`config.mk`:
```
export PLATFORM = sky130hd
export DESIGN_NAME = fb_scan_reader
export DESIGN_NICKNAME = d
export VERILOG_FILES = /design/src/rtl/fb_scan_reader.sv
export SDC_FILE = /design/constraint.sdc
export NUM_CORES = 1
export LEC_CHECK = 0
export ABC_AREA = 1
export CAP_MARGIN = 20
export CORE_MARGIN = 8
export CORE_UTILIZATION = 37
export CTS_CLUSTER_SIZE = 14
export DETAILED_ROUTE_END_ITERATION = 8
export PLACE_DENSITY = 0.59
export REMOVE_ABC_BUFFERS = 1
export SYNTH_ARGS = -nofsm -noshare
export SYNTH_HDL_FRONTEND = slang
export SYNTH_SLANG_ARGS = --single-unit
```
`constraint.sdc`:
```
create_clock -name clk -period 3.5 [get_ports clk]
set_input_delay 0.35 -clock clk [delete_from_list [all_inputs] [get_ports clk]]
set_output_delay 0.35 -clock clk [all_outputs]
set_load 0.005 [all_outputs]
```
`src/rtl/fb_scan_reader.sv`:
```
// Frame scan reader: walks a registered-read BRAM and presents the words as a
// valid/ready pixel stream with sof/eol flags, hiding read latency with a 2-entry FIFO.
module fb_scan_reader #(
  parameter int DP    = 512,
  parameter int AW    = $clog2(DP) - 1,
  parameter int DW    = 24,
  parameter int H_ACT = 32,
  parameter int V_ACT = 16
) (
  input  logic          clk,
  input  logic          rst,
  input  logic          start,
  input  logic [AW:0]   base_addr,
  output logic          ram_ce,
  output logic [AW:0]   ram_addr,
  input  logic [DW-1:0] ram_dout,
  output logic          m_valid,
  input  logic          m_ready,
  output logic [DW-1:0] m_data,
  output logic          m_sof,
  output logic          m_eol,
  output logic          busy,
  output logic          done
);

  localparam int NPIX = H_ACT * V_ACT;
  localparam int CW   = $clog2(NPIX + 1);
  localparam int XW   = (H_ACT > 1) ? $clog2(H_ACT) : 1;
  localparam int YW   = (V_ACT > 1) ? $clog2(V_ACT) : 1;

  typedef enum logic [1:0] {
    IDLE  = 2'd0,
    RUN   = 2'd1,
    DRAIN = 2'd2
  } state_t;

  state_t        state_r;
  logic [AW:0]   base_r;
  logic [CW-1:0] issue_cnt_r;
  logic [XW-1:0] x_r;
  logic [YW-1:0] y_r;
  logic          inflight_r;
  logic          tag_sof_r;
  logic          tag_eol_r;
  logic [DW-1:0] fifo_data_r [2];
  logic          fifo_sof_r  [2];
  logic          fifo_eol_r  [2];
  logic          wr_ptr_r;
  logic          rd_ptr_r;
  logic [1:0]    count_r;

  logic          push_s;
  logic          pop_s;
  logic [2:0]    occ_s;
  logic [AW+1:0] addr_sum_s;
  logic [AW+1:0] addr_wrap_s;

  // Read-issue throttle, wrapped read address and FIFO head decode
  always_comb begin
    push_s      = inflight_r;
    m_valid     = (count_r != 2'd0);
    pop_s       = m_valid & m_ready;
    m_data      = fifo_data_r[rd_ptr_r];
    m_sof       = m_valid & fifo_sof_r[rd_ptr_r];
    m_eol       = m_valid & fifo_eol_r[rd_ptr_r];
    // occupancy counts both buffered words and the read still in the RAM pipe
    occ_s       = {1'b0, count_r} + {2'b00, inflight_r};
    addr_sum_s  = (AW+2)'(base_r) + (AW+2)'(issue_cnt_r);
    addr_wrap_s = addr_sum_s;
    if (addr_sum_s >= (AW+2)'(DP)) begin
      addr_wrap_s = addr_sum_s - (AW+2)'(DP);
    end else begin
      addr_wrap_s = addr_sum_s;
    end
    ram_ce   = 1'b0;
    ram_addr = {(AW+1){1'b0}};
    if (state_r == RUN) begin
      ram_ce   = (occ_s < (3'd2 + {2'b00, pop_s}));
      ram_addr = addr_wrap_s[AW:0];
    end else begin
      ram_ce   = 1'b0;
      ram_addr = {(AW+1){1'b0}};
    end
  end

  // Frame sequencing, request counters and the tag stage aligned with ram_dout
  always_ff @(posedge clk) begin
    if (rst) begin
      state_r     <= IDLE;
      base_r      <= {(AW+1){1'b0}};
      issue_cnt_r <= {CW{1'b0}};
      x_r         <= {XW{1'b0}};
      y_r         <= {YW{1'b0}};
      inflight_r  <= 1'b0;
      tag_sof_r   <= 1'b0;
      tag_eol_r   <= 1'b0;
      busy        <= 1'b0;
      done        <= 1'b0;
    end else begin
      done       <= 1'b0;
      inflight_r <= ram_ce;
      case (state_r)
        IDLE: begin
          // a start coinciding with the done pulse still belongs to the old frame
          if (start && !done) begin
            state_r     <= RUN;
            base_r      <= base_addr;
            issue_cnt_r <= {CW{1'b0}};
            x_r         <= {XW{1'b0}};
            y_r         <= {YW{1'b0}};
            busy        <= 1'b1;
          end else begin
            state_r <= IDLE;
          end
        end
        RUN: begin
          if (ram_ce && (issue_cnt_r == CW'(NPIX - 1))) begin
            state_r <= DRAIN;
          end else begin
            state_r <= RUN;
          end
        end
        DRAIN: begin
          if (pop_s && (count_r == 2'd1) && !inflight_r) begin
            state_r <= IDLE;
            busy    <= 1'b0;
            done    <= 1'b1;
          end else begin
            state_r <= DRAIN;
          end
        end
        default: begin
          state_r <= IDLE;
          busy    <= 1'b0;
        end
      endcase
      if (ram_ce) begin
        issue_cnt_r <= issue_cnt_r + CW'(1);
        tag_sof_r   <= (issue_cnt_r == {CW{1'b0}});
        tag_eol_r   <= (x_r == XW'(H_ACT - 1));
        if (x_r == XW'(H_ACT - 1)) begin
          x_r <= {XW{1'b0}};
          y_r <= (y_r == YW'(V_ACT - 1)) ? {YW{1'b0}} : (y_r + YW'(1));
        end else begin
          x_r <= x_r + XW'(1);
        end
      end
    end
  end

  // Prefetch FIFO: capture returning read data with its tags, release on handshake
  always_ff @(posedge clk) begin
    if (rst) begin
      for (int i = 0; i < 2; i++) begin
        fifo_data_r[i] <= {DW{1'b0}};
        fifo_sof_r[i]  <= 1'b0;
        fifo_eol_r[i]  <= 1'b0;
      end
      wr_ptr_r <= 1'b0;
      rd_ptr_r <= 1'b0;
      count_r  <= 2'd0;
    end else begin
      if (push_s) begin
        fifo_data_r[wr_ptr_r] <= ram_dout;
        fifo_sof_r[wr_ptr_r]  <= tag_sof_r;
        fifo_eol_r[wr_ptr_r]  <= tag_eol_r;
        wr_ptr_r              <= ~wr_ptr_r;
      end
      if (pop_s) begin
        rd_ptr_r <= ~rd_ptr_r;
      end
      case ({push_s, pop_s})
        2'b10:   count_r <= count_r + 2'd1;
        2'b01:   count_r <= count_r - 2'd1;
        default: count_r <= count_r;
      endcase
    end
  end

endmodule

```
==> flow_summary.toml, run 1 <==
[die]
die_w_um = 124
die_height_um = 124
rows = 39
coreArea_um2 = 11500
initial_core_util_pct = 37.9
dieArea_um2 = 15500
ioPinCount = 76

[hold_path]
hold_end = "busy"
whs_path_depth = 2
min-delay-start = "busy"
hold_class = "reg -> reg"

[grt]
gr-usage-all-layers_pct = 13.6
antenna_found_initial = 0
grt_max_degree = 28
first_global_vias = 3606
grt_overflow = 0
grt_pass1_wl_um = 17500

[yosys]
postSynthCellCount = 535
yosysSeqAreaShare_pct = 52.5
yosys-top-cells-area = "edfxtp_1 (36%), dfxtp_1 (17%), nand2_1 (12%)"
yosysTopAreaCellShare_pct = 35.9
ys_ff_latch = 88
synth_top_area_cell = "edfxtp_1"
synth_cell_type_count = 30
yosysWarnings = 0
synth_area_per_cell_um2 = 8.12
netlist_area_um2 = 4350

[power_and_ir_drop]
switching_share_pct = 28.1
p_int_mw = 2.02
leakage_nw = 2.48
power_switching_uw = 788
pwr-share-comb_pct = 22.4
seqPwrFrac_pct = 42.8
clkPwrFrac_pct = 34.9
power.total_mw = 2.81
ir_worst_vdd_uv = 352
p_per_area_nw_per_um2 = 503

[status]
status = "finished clean"

[routing]
dr.pass1.iters = 5
postRouteAntennaNets = 0
wl_met1_um = 4740
top_layer_used = "met4"
drc = 0
vias = 3569
via_per_inst = 4.68
wl_um = 10400
met2_length_um = 5060
met3WireLength_um = 412
wl_per_cell_um = 13.7
drt_iter0_drc = 214

[timing]
whs_ns = 0.459
relSlewSlack_pct = 50.5
setup_tns_ns = 0
drv_slew = 0
worstMarginPinSlew_ns = 0.738
fin_ws_ns = 0.663
rsz0062_at_grt = "no"
clock.fmax_mhz = 352
setup_viol = 0
finalCritPeriodShare_pct = 81.1
skew_ns = 0.00458
hold_viol_final = 0
fin_crit_ns = 2.84

[final_layout]
n_antenna_cell = 0
area_growth_pct = 28.4
fillers = 1110
final_cell_mix = "nand2_1 (137), nor2_1 (111), clkdlybuf4s50_1 (75)"
final_common_cell = "nand2_1"
nets = 669
drive_above_1_share_pct = 6.46

[critical_path]
cp.required_ns = 3.15
critPathCaptureType = "primary output"
path_common_cell = "nand3_1"
critPathKind = "reg -> out"
cp-start-kind = "flop"
path_delay_family = "buffers and inverters"
worstReg2RegStart = "count_r[0]"
cp_max_fo = 5
worstPathCellList = "ha_1 -> inv_1 -> fa_1 -> inv_1 -> nand3_1 -> nand2_1 -> nand3_1 -> nand3_1 -> nand2_1 -> nor2_1 -> clkdlybuf4s50_1"
crit_slowest_cell = "clkdlybuf4s50_1"
reg2reg_to = "state_r[0]"
regToRegSetupSlack_ns = 1.76
crit_buf_inv = 3
r2r_cells = 9
cp_data_arrival_time_ns = 2.49
cp_slowest_stage_delay_ns = 0.50

[placed_design]
gp_congestion = 0.824
numPortBuffers = 75
pre_cts_ws_ns = 1.01
hpwlAfterDp_um = 7460

[clock_tree]
cts_max_path_buffers = 2
root_buffer = "clkbuf_16"
tritoncts = "built"
clk_pin_slew_ns = 0.06
cts_setup_buffers = 0
clk_latency_ns = 0.34
cts_resized = 0
numCtsBuffers = 9
postCtsHoldBufs = 0
htree_num_levels = 3
cts.sinks = 88

[run]
cap_violations = 0
per-layer routing:
metal	GRT usage, %	up-vias
met2	23.1	74
met4	5.60	0
met5	0	-
li1	-	1849
met3	2.51	15
met1	16.4	1631
cell usage after synthesis:
cell and n:
a21oi_4 1, xor2_1 3, fa_1 1, a21oi_1 23
nand3b_4 1, clkbuf_1 11, o21ai_2 3, nand2_1 137
buf_2 5, a21o_1 1, nand3_1 27, nor3_1 1
nor2_1 111, o21ai_0 24, a21oi_2 3, clkbuf_4 1
nor2_4 1, nor4_1 1, dfxtp_1 36, inv_1 65
ha_1 17, clkinv_1 2, nor2_2 1, edfxtp_1 52
nand2_4 1, nand4_1 2, inv_2 1, nand2_2 1
buf_6 1, xnor2_1 1
logic make-up after synthesis:
family	Yosys count	share of synthesized area, %
flops	88	52.5
compound gates	55	7.17
fa+ha+maj	18	5.35
simple gates	284	26.3
xor+xnor	4	0.806
buf+inv	86	7.83
sequential cells by signal, indices dropped and copies added (netlist names), named ones only:
signal / cells
base_r: 9
busy: 1
count_r: 2
done: 1
fifo_data_r: 48
fifo_eol_r: 2
fifo_sof_r: 2
inflight_r: 1
issue_cnt_r: 10
rd_ptr_r: 1
state_r: 2
tag_eol_r: 1
tag_sof_r: 1
wr_ptr_r: 1
x_r: 5
through the flow:
stage / utilization (%) / std cells / area [µm²]
floorplan: - / 517 / 4260
detailed placement: 46.0 / 746 / 5270
finish: 48.7 / 762 / 5580
global route: 48.7 / 762 / 5580
CTS: 48.7 / 762 / 5580
global placement: 46.0 / 746 / 5270
power by group through the flow:
stage / registers [mW] / clock network [mW] / logic [mW]
after floorplan: 1.23 / 0 / 0.292
after global placement: 1.22 / 0 / 0.622
after detailed placement: 1.22 / 0 / 0.637
after CTS: 1.20 / 0.994 / 0.640
after global routing: 1.21 / 1.03 / 0.703
final: 1.20 / 0.978 / 0.628
tightest hold or removal path, cell delays in order (launching register included):
cell and delay (ns):
dfxtp_1 0.31, nand2_1 0.06, a21oi_1 0.05
worst max-delay path by stage:
stage                         startpoint                 to  slack, ns  depth (start not counted)
after floorplan                      rst  fifo_data_r[1][0]       1.07                          3
after global placement    issue_cnt_r[0]        ram_addr[6]       1.04                         11
after detailed placement  issue_cnt_r[0]        ram_addr[6]       1.01                         11
after CTS                 issue_cnt_r[0]        ram_addr[6]       0.64                         11
after global routing                flop              m_eol       0.48                          5
final                     issue_cnt_r[0]        ram_addr[6]       0.66                         11
cell type report:
class	instances	area [µm²]	area share, %
Clock buffer	9	225	4.04
Clock inverter	7	80.1	1.44
Inverter	68	255	4.58
Multi-Input combinational cell	361	1720	30.9
Sequential cell	88	2280	40.9
Tap cell	143	179	3.21
Timing Repair Buffer	86	833	14.9
No activity file was read; power rests on OpenSTA's default activity.
==> run 2, diff against run 1 <==
--- a/config.mk
+++ b/config.mk
@@ -11,7 +11,7 @@
 export CORE_UTILIZATION = 37
 export CTS_CLUSTER_SIZE = 14
 export DETAILED_ROUTE_END_ITERATION = 8
-export PLACE_DENSITY = 0.59
+export PLACE_DENSITY = 0.62
 export REMOVE_ABC_BUFFERS = 1
 export SYNTH_ARGS = -nofsm -noshare
 export SYNTH_HDL_FRONTEND = slang
==> constraint.sdc (replaced) <==
create_clock -name clk -period 2.38 [get_ports clk]
set_input_delay 0.238 -clock clk [delete_from_list [all_inputs] [get_ports clk]]
set_output_delay 0.238 -clock clk [all_outputs]
set_load 0.005 [all_outputs]
==> run 2 against run 1 <==
  * Count of clock-buffer cells in the layout did not move
  * Power rose by 56%
  * Non-clock buffer count rose by 6
  * Critical path type unchanged
  * Largest cell class unchanged
  * Highest routed layer unchanged
==> flow_summary.toml, run 2 (synthesis gave the netlist of run 1 again) <==
[status]
status = "finished clean"

[final_layout]
nets = 675
largest-register = "fifo_data_r"
top_regs = "fifo_data_r x48, issue_cnt_r x10, base_r x9"
final_cell_mix = "nand2_1 (136), nor2_1 (111), clkdlybuf4s50_1 (71)"
n_antenna_cell = 0
stdcell_count = 768
largest_reg_flops = 48
area_growth_pct = 31.8
drive_above_1_share_pct = 10.1
final_common_cell = "nand2_1"

[clock_tree]
root_buffer = "clkbuf_16"
htree_num_levels = 3
cts_max_path_buffers = 2
numCtsBuffers = 9
clk_pin_slew_ns = 0.06
clk_latency_ns = 0.34
tritoncts = "built"
cts.sinks = 88

[power_and_ir_drop]
ir_worst_vdd_uv = 346
pwr-share-comb_pct = 21.8
switching_share_pct = 26.9
p_int_mw = 3.19
seqPwrFrac_pct = 40.4
power_switching_mw = 1.18
power.total_mw = 4.37
clkPwrFrac_pct = 37.8
leakage_nw = 2.56
p_per_area_nw_per_um2 = 763

[critical_path]
critPathCaptureType = "primary output"
critPathKind = "reg -> out"
crit_slowest_cell = "clkdlybuf4s50_1"
r2r_cells = 9
cp-start-kind = "flop"
cp_slowest_stage_delay_ns = 0.50
cp.required_ns = 2.14
worstPathCellList = "ha_2 -> nand2_1 -> nand2_1 -> a21oi_1 -> a21oi_1 -> nor2_1 -> clkdlybuf4s50_1"
cp_max_fo = 7
cp_data_arrival_time_ns = 2.10

[routing]
via_per_inst = 4.74
drc = 0
wl_um = 10600
postRouteAntennaNets = 0
dr.pass1.iters = 4
vias = 3638
drt_iter0_drc = 210
wl_per_cell_um = 13.7

[hold_path]
hold_class = "reg -> reg"
whs_path_depth = 2

[grt]
grt_overflow = 0
first_global_vias = 3655
grt_max_degree = 27
gr-usage-all-layers_pct = 13.6
grt_pass1_wl_um = 17700
antenna_found_initial = 0

[timing]
finalCritPeriodShare_pct = 98.3
fin_crit_ns = 2.34
clock.fmax_mhz = 427
drv_slew = 0
worstMarginPinSlew_ns = 0.764
hold_viol_final = 0
skew_ns = 0.00653
relSlewSlack_pct = 49.0
setup_viol = 0

[die]
initial_core_util_pct = 37.9
die_w_um = 124
dieArea_um2 = 15500
ioPinCount = 76
coreArea_um2 = 11500
rows = 39
die_height_um = 124

[placed_design]
hpwlAfterDp_um = 7460
dp.cells = 751
numPortBuffers = 75
gp_congestion = 0.805

[run]
cap_violations = 0
==> run 2: critical path: cells and delay by family, from the launching register on <==
kind	cells	cell delay [ns]
AOI/OAI and AO/OA	2	0.31
DFF	1	0.36
buffers and inverters	1	0.50
adders and majority gates	1	0.32
and+or+nand+nor	3	0.27
==> run 2: worst paths after layout <==
check / from / slack, ns / end
setup / recovery: issue_cnt_r[4] / 0.04 / ram_addr[7]
hold / removal: busy / 0.47 / busy
setup reg to reg: count_r[0] / 0.63 / state_r[0]
hold reg to reg: busy / 0.47 / busy
==> run 2: per-stage QoR <==
| step | TNS (ns) | hold slack [ns] | utilization [%] | worst slack, ns | instance area, µm² |
|---|---|---|---|---|---|
| global route | -0.0413 | 0.488 | 50.0 | -0.0413 | 5730 |
| finish | 0 | 0.468 | 50.0 | 0.0405 | 5730 |
| floorplan | 0 | 0.300 | - | 0.0659 | 4260 |
| CTS | 0 | 0.471 | 49.4 | 0.000496 | 5670 |
| detailed placement | 0 | 0.462 | 46.3 | 0.109 | 5310 |
| global placement | 0 | 0.454 | 46.3 | 0.158 | 5310 |
==> run 2: area by class of cell <==
type | count | area (µm²)
Fill cell | 1104 | 5740
Sequential cell | 88 | 2290
Multi-Input combinational cell | 361 | 1780
Timing Repair Buffer | 92 | 877
Inverter | 68 | 256
Clock buffer | 9 | 225
Tap cell | 143 | 179
Clock inverter | 7 | 125
==> run 2: power groups by stage <==
stage                     registers, mW  clock network, mW  logic, mW
after floorplan                    1.81                  0      0.429
after global placement             1.79                  0      0.936
after detailed placement           1.80                  0      0.954
after CTS                          1.76               1.68      0.957
after global routing               1.78               1.74       1.06
final                              1.77               1.65      0.951
==> run 2: what timing repair did <==
action / CTS / global route
setup endpoints to repair: 9 / 6
hold buffers: 0 / 0
pin swaps: 1 / 1
setup buffers: 1 / 0
hold endpoints to repair: 0 / 0
resized for setup: 7 / 14
==> run 2: per-layer routing <==
metal  wire, µm  vias to the layer above  share of wire, %  track usage [%]
met5          0                        -                 0                0
met2       5270                       80                50             24.0
li1           -                     1854                 -                -
met1       4700                     1693                45             15.4
met4        152                        0               1.4             6.09
met3        437                       11               4.1             2.85
==> run 3, diff against run 2 <==
--- a/config.mk
+++ b/config.mk
@@ -5,7 +5,6 @@
 export SDC_FILE = /design/constraint.sdc
 export NUM_CORES = 1
 export LEC_CHECK = 0
-export ABC_AREA = 1
 export CAP_MARGIN = 20
 export CORE_MARGIN = 8
 export CORE_UTILIZATION = 37
==> run 3 against run 2 <==
  * Maximum frequency decreased by 0.33%
  * Final cell count decreased by 17%
  * Sequential power about the same
  * Area after synthesis decreased by 2.2%
  * Count of clock-buffer cells in the layout unchanged
  * Worst setup slack got worse by 0.0078 ns
  * Worst hold slack got worse by 0.034 ns
==> flow_summary.toml, run 3 <==
[status]
status = "finished clean"

[critical_path]
crit_slowest_cell = "dfxtp_1"
worstPathCellList = "ha_2 -> nor2b_2 -> o31a_1 -> buf_6 -> o21a_1 -> o21a_1 -> nor3_1 -> buf_2"
r2r_cells = 9
cp_max_fo = 2
crit_buf_inv = 2
cp-start-kind = "flop"
critPathCaptureType = "primary output"
path_common_cell = "o21a_1"
cp.required_ns = 2.14
cp_data_arrival_time_ns = 2.11
path_delay_family = "compound AO/OA/AOI/OAI gates"
cp_slowest_stage_delay_ns = 0.35
cp.depth = 8
critPathKind = "reg -> out"

[final_layout]
largest_reg_flops = 48
final_common_cell = "clkdlybuf4s50_1"
nets = 541
drive_above_1_share_pct = 21.8
top_regs = "fifo_data_r x48, issue_cnt_r x10, base_r x9"
multiInputGateArea_um2 = 1940
area_growth_pct = 34.6
largest-register = "fifo_data_r"
n_antenna_cell = 0
final_cell_area_um2 = 5720
area.sequential_um2 = 2290
stdcell_count = 634
fillers = 1060
final_cell_mix = "clkdlybuf4s50_1 (67), and2_1 (53), edfxtp_1 (52)"

[clock_tree]
tritoncts = "built"
clk_latency_ns = 0.34
numCtsBuffers = 9
cts.sinks = 88
root_buffer = "clkbuf_16"
clk_pin_slew_ns = 0.07
cts_max_path_buffers = 2
htree_num_levels = 3

[timing]
rsz0062_at_grt = "yes"
fin_ws_ns = 0.0327
skew_ns = 0.00516
setup_tns_ns = 0
relSlewSlack_pct = 54.1
worstMarginPinSlew_ns = 0.685
finalCritPeriodShare_pct = 98.6
setup_viol = 0
clock.fmax_mhz = 426
drv_slew = 0
fin_crit_ns = 2.35
hold_viol_final = 0

[die]
coreArea_um2 = 11300
rows = 39
die_w_um = 123
initial_core_util_pct = 37.5
dieArea_um2 = 15200
die_height_um = 123
ioPinCount = 76

[routing]
postRouteAntennaNets = 0
dr.pass1.iters = 4
wl_um = 9870
wl_per_cell_um = 15.6
drc = 0
drt_iter0_drc = 138
vias = 3128
via_per_inst = 4.93

[placed_design]
place_area_um2 = 5280
hpwlAfterDp_um = 6630
pre_cts_ws_ns = -0.0350
numPortBuffers = 75
gp_congestion = 0.801
dp.cells = 611

[grt]
first_global_vias = 3264
grt_max_degree = 27
gr-usage-all-layers_pct = 13.2
grt_pass1_wl_um = 15800
grt_overflow = 0
antenna_found_initial = 1

[yosys]
ys_top_cells_by_count = "and2_1 (53), edfxtp_1 (52), dfxtp_1 (36)"
yosys-top-cells-area = "edfxtp_1 (37%), dfxtp_1 (17%), and2_1 (7.8%)"
synth_top_area_cell = "edfxtp_1"
yosysMostFrequentCell = "and2_1"
postSynthCellCount = 390
synth_edf_count = 52
synth_cell_type_count = 52
synth_ff_type = "edfxtp_1"
netlist_area_um2 = 4250
ys_ff_latch = 88
synth_area_per_cell_um2 = 10.9
yosysTopAreaCellShare_pct = 36.7
yosysWarnings = 0
synth-async-reset-ratio_pct = 0
yosysSeqAreaShare_pct = 53.7

[power_and_ir_drop]
ir_worst_vdd_uv = 315
p_per_area_nw_per_um2 = 768
power.total_mw = 4.39
leakage_nw = 2.22

[run]
cap_violations = 0

[hold_path]
hold_class = "in -> reg"
whs_path_depth = 3
[run 3: what timing repair did]
item / in CTS / in global routing
pin swaps: 10 / 8
setup endpoints to repair: 7 / 7
resized for setup: 33 / 14
buffers inserted: 6 / 2
hold buffers: 0 / 0
[run 3: worst min-delay path, cell delays in order]
cell and delay, ns:
clkdlybuf4s50_1 0.40, nand2_1 0.06, a21oi_1 0.05
[run 3: cells by family (layout without fill, tap and decap cells)]
| logic type | Yosys count | count (layout) | synth area share (%) |
|---|---|---|---|
| compound gates | 59 | 59 | 8.42 |
| xor+xnor | 10 | 10 | 2.06 |
| simple gates | 160 | 160 | 20.5 |
| buf+inv | 29 | 130 | 3.00 |
| mux | 26 | 26 | 6.83 |
| fa+ha+maj | 18 | 18 | 5.48 |
| flops | 88 | 88 | 53.7 |
[run 3: final timing paths]
kind | from | slack, ns | to
setup / recovery | issue_cnt_r[2] | 0.03 | ram_addr[6]
hold / removal | base_addr[0] | 0.43 | base_r[0]
setup reg to reg | inflight_r | 0.14 | x_r[3]
hold reg to reg | tag_sof_r | 0.46 | tag_sof_r
[run 3: metrics by stage]
| stage | hold slack (ns) | utilization, % |
|---|---|---|
| floorplan | 0.300 | - |
| global placement | 0.447 | 46.6 |
| detailed placement | 0.451 | 46.6 |
| CTS | 0.425 | 50.0 |
| global route | 0.426 | 50.5 |
| finish | 0.433 | 50.5 |
[run 3: report_power, final]
| group | leakage [nW] | total, mW | internal [mW] | switching (mW) |
|---|---|---|---|---|
| combinational | 1.23 | 1.07 | 0.592 | 0.479 |
| clock | 0.156 | 1.53 | 0.922 | 0.606 |
| sequential | 0.836 | 1.79 | 1.74 | 0.0546 |
[run 3: cell type report]
cell class                      instances  share of cell area (%)
Sequential cell                        88                    40.0
Multi-Input combinational cell        273                    33.9
Timing Repair Buffer                  103                    16.6
Clock buffer                            9                    3.94
Tap cell                              143                    3.13
Clock inverter                          7                    1.66
Inverter                               11                   0.810
[run 3: layer usage]
layer	wire length, µm	vias up	track usage (%)
met5	17	-	0
met4	168	2	5.12
met3	684	16	4.34
met2	4570	74	21.5
met1	4440	1467	15.9
li1	-	1569	-
